$ cat config.mk
export PLATFORM = sky130hd
export DESIGN_NAME = modulo_varredura_8
export DESIGN_NICKNAME = d
export VERILOG_FILES = /design/src/rtl/modulo_varredura_pkg.sv /design/src/rtl/modulo_contador_intervalo.sv /design/src/rtl/modulo_varredura_8.sv
export SDC_FILE = /design/constraint.sdc
export NUM_CORES = 1
export LEC_CHECK = 0
export CORE_MARGIN = 5
export CORE_UTILIZATION = 39
export DETAILED_ROUTE_END_ITERATION = 16
export PLACE_DENSITY = 0.7
export SLEW_MARGIN = 5
export SYNTH_ARGS = -nofsm -noshare
export SYNTH_HDL_FRONTEND = slang
export SYNTH_HIERARCHICAL = 1
export SYNTH_SLANG_ARGS = --single-unit
export TNS_END_PERCENT = 50
$ cat constraint.sdc
create_clock -name input_clk -period 2.8 [get_ports input_clk]
set_input_delay 0.7 -clock input_clk [delete_from_list [all_inputs] [get_ports input_clk]]
set_output_delay 0.7 -clock input_clk [all_outputs]
set_load 0.03 [all_outputs]
$ cat src/rtl/modulo_varredura_pkg.sv
// +--------------------------------------------------------------------+
// | modulo_varredura_pkg : shared encodings for the line scan sequencer |
// | Rev 1.0                                                             |
// +--------------------------------------------------------------------+
`default_nettype none

package modulo_varredura_pkg;

  typedef enum logic [1:0] {
    IDLE   = 2'd0,
    BLANK  = 2'd1,
    ACTIVE = 2'd2
  } state_e;

  localparam int NUM_LINES = 8;
  localparam int SEL_W     = 3;
  localparam logic [SEL_W-1:0] LAST_LINE = SEL_W'(NUM_LINES - 1);

endpackage

`default_nettype wire

$ cat src/rtl/modulo_contador_intervalo.sv
// +--------------------------------------------------------------------+
// | modulo_contador_intervalo : loadable down-counter with zero flag    |
// | Rev 1.0                                                             |
// +--------------------------------------------------------------------+
`default_nettype none

module modulo_contador_intervalo #(
  parameter int TIMER_W = 16
) (
  input  logic               clk_i,
  input  logic               rst_i,
  input  logic               load_i,
  input  logic [TIMER_W-1:0] load_val_i,
  output logic               zero_o
);

  logic [TIMER_W-1:0] cnt_q;

  always_ff @(posedge clk_i) begin
    if (rst_i) begin
      cnt_q <= '0;
    end else if (load_i) begin
      cnt_q <= load_val_i;
    end else if (cnt_q != '0) begin
      cnt_q <= cnt_q - TIMER_W'(1);
    end
  end

  assign zero_o = (cnt_q == '0);

endmodule

`default_nettype wire

$ cat src/rtl/modulo_varredura_8.sv
// +--------------------------------------------------------------------+
// | modulo_varredura_8 : select/enable scan sequencer for a 1:8 demux   |
// | Optional line mask port enabled by macro SCAN_MASK_EN.  Rev 1.0     |
// +--------------------------------------------------------------------+
`default_nettype none

module modulo_varredura_8
  import modulo_varredura_pkg::*;
#(
  parameter int DWELL_CYCLES = 4,
  parameter int BLANK_CYCLES = 2,
  parameter int TIMER_W      = 16
) (
  input  logic             input_clk,
  input  logic             input_reset,
  input  logic             input_run,
  input  logic             input_single,
`ifdef SCAN_MASK_EN
  input  logic [NUM_LINES-1:0] input_mask,
`endif
  output logic [SEL_W-1:0] out_sel,
  output logic             out_e,
  output logic             out_busy,
  output logic             out_frame_done
);

  localparam logic [TIMER_W-1:0] BLANK_LD = TIMER_W'(BLANK_CYCLES - 1);
  localparam logic [TIMER_W-1:0] DWELL_LD = TIMER_W'(DWELL_CYCLES - 1);

  state_e             state_q, state_d;
  logic [SEL_W-1:0]   sel_q, sel_d;
  logic               e_q, e_d;
  logic               busy_q, done_q, done_d;
  logic               single_q, single_d;
  logic               en_d;
  logic               tmr_load, tmr_zero;
  logic [TIMER_W-1:0] tmr_val;

  modulo_contador_intervalo #(
    .TIMER_W(TIMER_W)
  ) u_timer (
    .clk_i     (input_clk),
    .rst_i     (input_reset),
    .load_i    (tmr_load),
    .load_val_i(tmr_val),
    .zero_o    (tmr_zero)
  );

  always_comb begin
    state_d  = state_q;
    sel_d    = sel_q;
    single_d = single_q;
    done_d   = 1'b0;
    tmr_load = 1'b0;
    tmr_val  = BLANK_LD;
    case (state_q)
      IDLE: begin
        sel_d = '0;
        if (input_run) begin
          state_d  = BLANK;
          single_d = 1'b0;
          tmr_load = 1'b1;
        end else if (input_single) begin
          state_d  = BLANK;
          single_d = 1'b1;
          tmr_load = 1'b1;
        end
      end
      BLANK: begin
        if (input_run) single_d = 1'b0;
        if (tmr_zero) begin
          state_d  = ACTIVE;
          tmr_load = 1'b1;
          tmr_val  = DWELL_LD;
        end
      end
      ACTIVE: begin
        if (input_run) single_d = 1'b0;
        if (tmr_zero) begin
          tmr_load = 1'b1;
          if (sel_q != LAST_LINE) begin
            sel_d   = sel_q + SEL_W'(1);
            state_d = BLANK;
          end else begin
            // Frame end: continue only for a continuous frame with run still held
            done_d  = 1'b1;
            sel_d   = '0;
            state_d = (input_run && !single_q) ? BLANK : IDLE;
          end
        end
      end
      default: begin
        state_d = IDLE;
        sel_d   = '0;
      end
    endcase
  end

`ifdef SCAN_MASK_EN
  logic en_q;

  // Line enable is latched as each line's blanking slot begins
  always_comb begin
    en_d = en_q;
    if (state_d == BLANK && state_q != BLANK) en_d = input_mask[sel_d];
  end

  always_ff @(posedge input_clk) begin
    if (input_reset) en_q <= 1'b1;
    else             en_q <= en_d;
  end
`else
  assign en_d = 1'b1;
`endif

  assign e_d = (state_d == ACTIVE) && en_d;

  always_ff @(posedge input_clk) begin
    if (input_reset) begin
      state_q  <= IDLE;
      sel_q    <= '0;
      e_q      <= 1'b0;
      busy_q   <= 1'b0;
      done_q   <= 1'b0;
      single_q <= 1'b0;
    end else begin
      state_q  <= state_d;
      sel_q    <= sel_d;
      e_q      <= e_d;
      busy_q   <= (state_d != IDLE);
      done_q   <= done_d;
      single_q <= single_d;
    end
  end

  assign out_sel        = sel_q;
  assign out_e          = e_q;
  assign out_busy       = busy_q;
  assign out_frame_done = done_q;

endmodule

`default_nettype wire

; ---- After elaboration in Yosys (flattened, before gate mapping)
; Cells that the tools add are included.
[totals]
regBits = 25
inputBits = 4
output_inout_bits = 6
word_cells = 54
[classes]
n_addsub = 2
n_eq_ne = 7
muxes = 23
n_bitwise = 3
reduce_logical = 12
[ops]
columns = cell, n
row1 = $mux 16, 2
row2 = $logic_not 16->1, 1
row3 = $reduce_bool 16->1, 1
row4 = $sub 16x1->16 const B, 1
row5 = $mux 2, 6
row6 = $mux 1, 9
row7 = $mux 3, 2
row8 = $ne 3x3->1 const B, 2
row9 = $pmux 2 s3, 1
row10 = $pmux 3 s2, 1
row11 = $reduce_bool 2->1, 3
row12 = $eq 2x2->1 const B, 2
row13 = $pmux 1 s2, 2
row14 = $add 3x1->3 const B, 1
row15 = $not 1->1, 3
row16 = $reduce_and 3->1, 1
row17 = $reduce_or 3->1, 1
row18 = $eq 2x1->1 const B, 1
row19 = $logic_not 2->1, 1
row20 = $ne 2x1->1 const B, 1
row21 = $ne 2x2->1 const B, 1
row22 = $reduce_and 2->1, 1
row23 = $reduce_or 2->1, 1
row24 = $logic_and 1x1->1, 1
row25 = $logic_not 1->1, 1

; ---- Longest topological paths before layout
[depth]
ltp_word = 7
ltp_mapped = 12
ltp_nobuf = 11

; ---- Modules after synthesis
; The synthesis kept the hierarchy.
[modules_own_cells]
columns = mod, instances, cells_per_inst, area_each_um2, seq_area_each_um2
row1 = modulo_contador_intervalo, 1, 116, 964.7, 320.3
row2 = modulo_varredura_8, 1, 57, 521.8, 180.2

; ---- Least setup slack after synthesis
; No wires, ideal clock.
[synth_path]
kind = input -> register
from = input u_timer.cnt_q[0]
to = register u_timer.cnt_q[0]
setup_time_ps = 143
arrival_time_ps = 2873
t_required_ps = 2657
slack_ps = -217
path_stages = 12
path_buffers = 1
cell_sequence = dfxtp_1 -> inv_1 -> ha_1 -> or3b_2 -> or4_4 -> nor2_1 -> nand2_1 -> a21oi_1 -> clkbuf_1 -> nor3_1 -> nand3_1 -> o221ai_1
[synth_between]
elab_chain_cells = 4
elab_cells_between_ends = 8
classes_between = add/sub (1) / mux (4) / reduce/logical (3)
[synth_lines]
columns = element, line_no
row1 = from (decl), modulo_contador_intervalo.sv:17  ; logic [TIMER_W-1:0] cnt_q;
row2 = $logic_not 16->1 (*), modulo_contador_intervalo.sv:29  ; assign zero_o = (cnt_q == '0);
row3 = net tmr_zero, modulo_varredura_8.sv:36  ; logic tmr_load, tmr_zero;
row4 = $mux 1 (*), "modulo_varredura_8.sv:71, modulo_varredura_8.sv:79"
row5 = $pmux 1 s2 (*), modulo_varredura_8.sv:56  ; case (state_q)
row6 = net tmr_load, modulo_varredura_8.sv:36
row7 = $mux 16 or $reduce_bool 2->1 (tied branches), -
; Mark *: on every way through the listed nets, which the timed path passes. The rest lies on a longest branch. The select of a mux whose other input is x is not followed.
; A chain may end at the register's enable or synchronous reset.

; ---- Final worst setup path
[layout_path]
from = input u_timer.cnt_q[1]
to = register u_timer.cnt_q[15]
; Same word-level chain as after synthesis.

==> results.py <==
metrics = {
    "critical_path": {
        "arrival_ns": 2.75,
        "cp_slowest_cell": "or4_4",
        "reg2regPathDepth": 11,
        "crit_path_end_kind": "flip-flop",
        "path_class": "reg2reg",
        "start_kind": "flip-flop",
        "critPathMaxFanout": 5,
        "cp.required_ns": 2.99,
        "regToRegSetupSlack_ns": 0.24,
        "reg2reg_from": "u_timer/cnt_q[1]",
        "cp-startpoint": "u_timer/cnt_q[1]",
        "r2r-end": "u_timer/cnt_q[15]",
        "crit_path_max_incr_delay_ns": 0.59,
        "cp_cell_sequence": "inv_1, ha_1, or3b_2, or4_4, nor2_4, nand2_1, a21oi_2, nor2_2, a21oi_1, a31oi_1, and3_1",
        "crit_path_end": "u_timer/cnt_q[15]",
    },
    "synth": {
        "yosysMostFrequentCell": "dfxtp_1",
        "async_flop_share_pct": 0,
        "syn_inst": 173,
        "ys_ff_latch": 25,
        "syn_area_per_cell_um2": 8.59,
        "synth.yosys.warnings": 6,
        "synth_top_area_share_pct": 33.7,
        "yosysTopAreaCell": "dfxtp_1",
        "yosys-top-cells-count": "dfxtp_1 (25), nand2_1 (21), a21oi_1 (12), o21ai_0 (12)",
        "synth_flop_cell": "dfxtp_1",
        "syn-cell-area_um2": 1490,
        "synth-edff-count": 0,
        "ys_seq_area_share_pct": 33.7,
        "synthTopCellsByArea": "dfxtp_1 (34%), ha_1 (5.9%), nand2_1 (5.3%), xnor2_1 (4.7%), a21oi_1 (4.0%)",
        "synth.distinct_cells": 53,
    },
    "route": {
        "routed_wl_um": 2950,
        "wl_per_cell_um": 11.6,
        "drtIter0Drc": 42,
        "vias": 1282,
        "first_pass_iters": 4,
        "route.detailed.drc": 0,
        "vias_per_cell": 5.05,
        "ant_nets": 0,
    },
    "global_route": {
        "gr-total-overflow": 0,
        "grt_pass1_wl_um": 5100,
        "grt_use_total_pct": 12.3,
        "grt_antenna_before_repair": 0,
        "grt_pass1_vias": 1150,
        "grt_max_degree": 16,
    },
    "power": {
        "switching_share_pct": 41.4,
        "switchingPower_mw": 0.614,
        "clkPwrFrac_pct": 15.3,
        "p_leak_nw": 0.689,
        "p_int_mw": 0.868,
        "p_comb_share_pct": 49.1,
        "power_frac_seq_pct": 35.6,
        "vdd_ir_drop_max_mv": 0.279,
        "powerDensity_nw_per_um2": 828,
        "finalPower_mw": 1.48,
    },
    "floorplan": {
        "rows": 22,
        "core_um2": 3690,
        "dieArea_um2": 5150,
        "pin_count": 10,
        "initial_utilization_pct": 40.3,
        "die_w_um": 71.7,
        "die_h_um": 71.7,
    },
    "sta": {
        "slew_violations": 0,
        "fin_crit_ns": 2.56,
        "max_freq_mhz": 390,
        "skew_ns": 0.00882,
        "slew_headroom_pct": 30.7,
        "whs_ns": 0.490,
        "rsz0062_at_grt": "no",
        "worst_pin_slew_ns": 1.04,
        "tns_ns": 0,
        "finalHoldViolCount": 0,
        "setup_violations": 0,
        "period_share_pct": 91.6,
    },
    "placement": {
        "dp_hpwl_um": 2120,
        "place_congestion": 0.828,
        "port_buffers": 9,
        "placed_area_um2": 1720,
        "dp.cells": 248,
    },
    "finish": {
        "final_cells": 254,
        "syn2layout_area_growth_pct": 20.4,
        "antenna_cells": 0,
        "final_area_um2": 1790,
        "layout-drive-gt1-share_pct": 13.6,
        "num-nets-final": 218,
    },
    "run": {
        "max-cap-violations": 0,
    },
    "clock_tree": {
        "clk_pin_slew_ns": 0.10,
        "cts_tree": "yes",
        "cts_buffer_depth": 2,
        "clkLatencyLatePin_ns": 0.28,
        "clock-root-buffer": "clkbuf_8",
        "clock-sinks": 25,
        "numCtsBuffers": 3,
        "htreeDepth": 1,
    },
    "hold_path": {
        "hold_class": "reg2reg",
    },
    "status": {
        "status": "completed",
    },
}
[registers in the layout, indices dropped and copies added, names as in the netlist]
name	flops
out_busy	1
out_e	1
out_frame_done	1
out_sel	3
single_q	1
state_q	2
u_timer/cnt_q	16
[logic make-up after synthesis]
| logic type | Yosys count | synth area share (%) |
|---|---|---|
| and+or+nand+nor | 70 | 28.8 |
| AOI/OAI and AO/OA | 48 | 22.2 |
| DFF | 25 | 33.7 |
| buffers and inverters | 12 | 3.62 |
| xor gates and xnor gates | 9 | 5.30 |
| adders and majority gates | 7 | 5.89 |
| other | 2 | 0.505 |
[how the worst min path moves through the flow]
| stage | from | endpoint | slack [ns] | cells after the start |
|---|---|---|---|---|
| 6_report | single_q | single_q | 0.49 | 1 |
| 3_5_place_dp | single_q | single_q | 0.47 | 1 |
| 3_3_place_gp | single_q | single_q | 0.45 | 1 |
| 5_1_grt | single_q | single_q | 0.51 | 1 |
| 4_1_cts | single_q | single_q | 0.49 | 1 |
| 2_1_floorplan | single_q | single_q | 0.44 | 1 |
[per-stage QoR]
| stage | worst slack (ns) | util (%) |
|---|---|---|
| 2_1_floorplan | 0.0126 | - |
| 3_3_place_gp | 0.236 | 46.7 |
| 3_5_place_dp | 0.179 | 46.7 |
| 4_1_cts | 0.173 | 47.9 |
| 5_1_grt | 0.0681 | 48.5 |
| 6_report | 0.236 | 48.5 |
[metal layers]
layer  track usage (%)  up-vias  wire (µm)
li1                  -      683          -
met1              16.7      576       1490
met2              19.1       18       1320
met3              2.10        5         87
met4              5.01        0         51
met5                 0        -          0
[layout by cell type (no fill, tap or decap), types with 8 or more instances in the layout]
master,n
conb_1,20
nand2_1,21
a21oi_1,11
nor3_1,8
xnor2_1,8
o21ai_0,12
clkdlybuf4s50_1,9
dfxtp_1,25
[area by class of cell]
| type | count | area [µm²] |
|---|---|---|
| clock buffers | 3 | 41.3 |
| repair buffers | 16 | 143 |
| clock inverters | 1 | 5.00 |
| well taps | 48 | 60.1 |
| fillers | 363 | 1900 |
| multi-input cells | 154 | 1010 |
| inverters | 7 | 26.3 |
| flip-flops and latches | 25 | 500 |
[timing repair]
action,CTS,global route
gates resized for setup,0,2
buffers inserted,0,2
hold buffers,0,0
setup endpoints to repair,0,1
hold endpoints to repair,0,0
[critical path, delay by kind of cell, from the launching register on]
| kind | cells | cell delay (ns) |
|---|---|---|
| adder cells (fa/ha/maj) | 1 | 0.17 |
| buffers and inverters | 1 | 0.06 |
| AO/OA/AOI/OAI | 3 | 0.35 |
| AND/OR/NAND/NOR | 6 | 1.54 |
| flip-flops | 1 | 0.35 |
[power by group through the flow]
stage	Combinational, mW	Sequential (mW)	Clock (mW)
floorplan	0.583	0.521	0
global placement	0.705	0.533	0
detailed placement	0.711	0.533	0
CTS	0.714	0.526	0.234
global route	0.813	0.543	0.245
finish	0.728	0.527	0.227
Note: power is estimated with default switching activity, not from simulation.
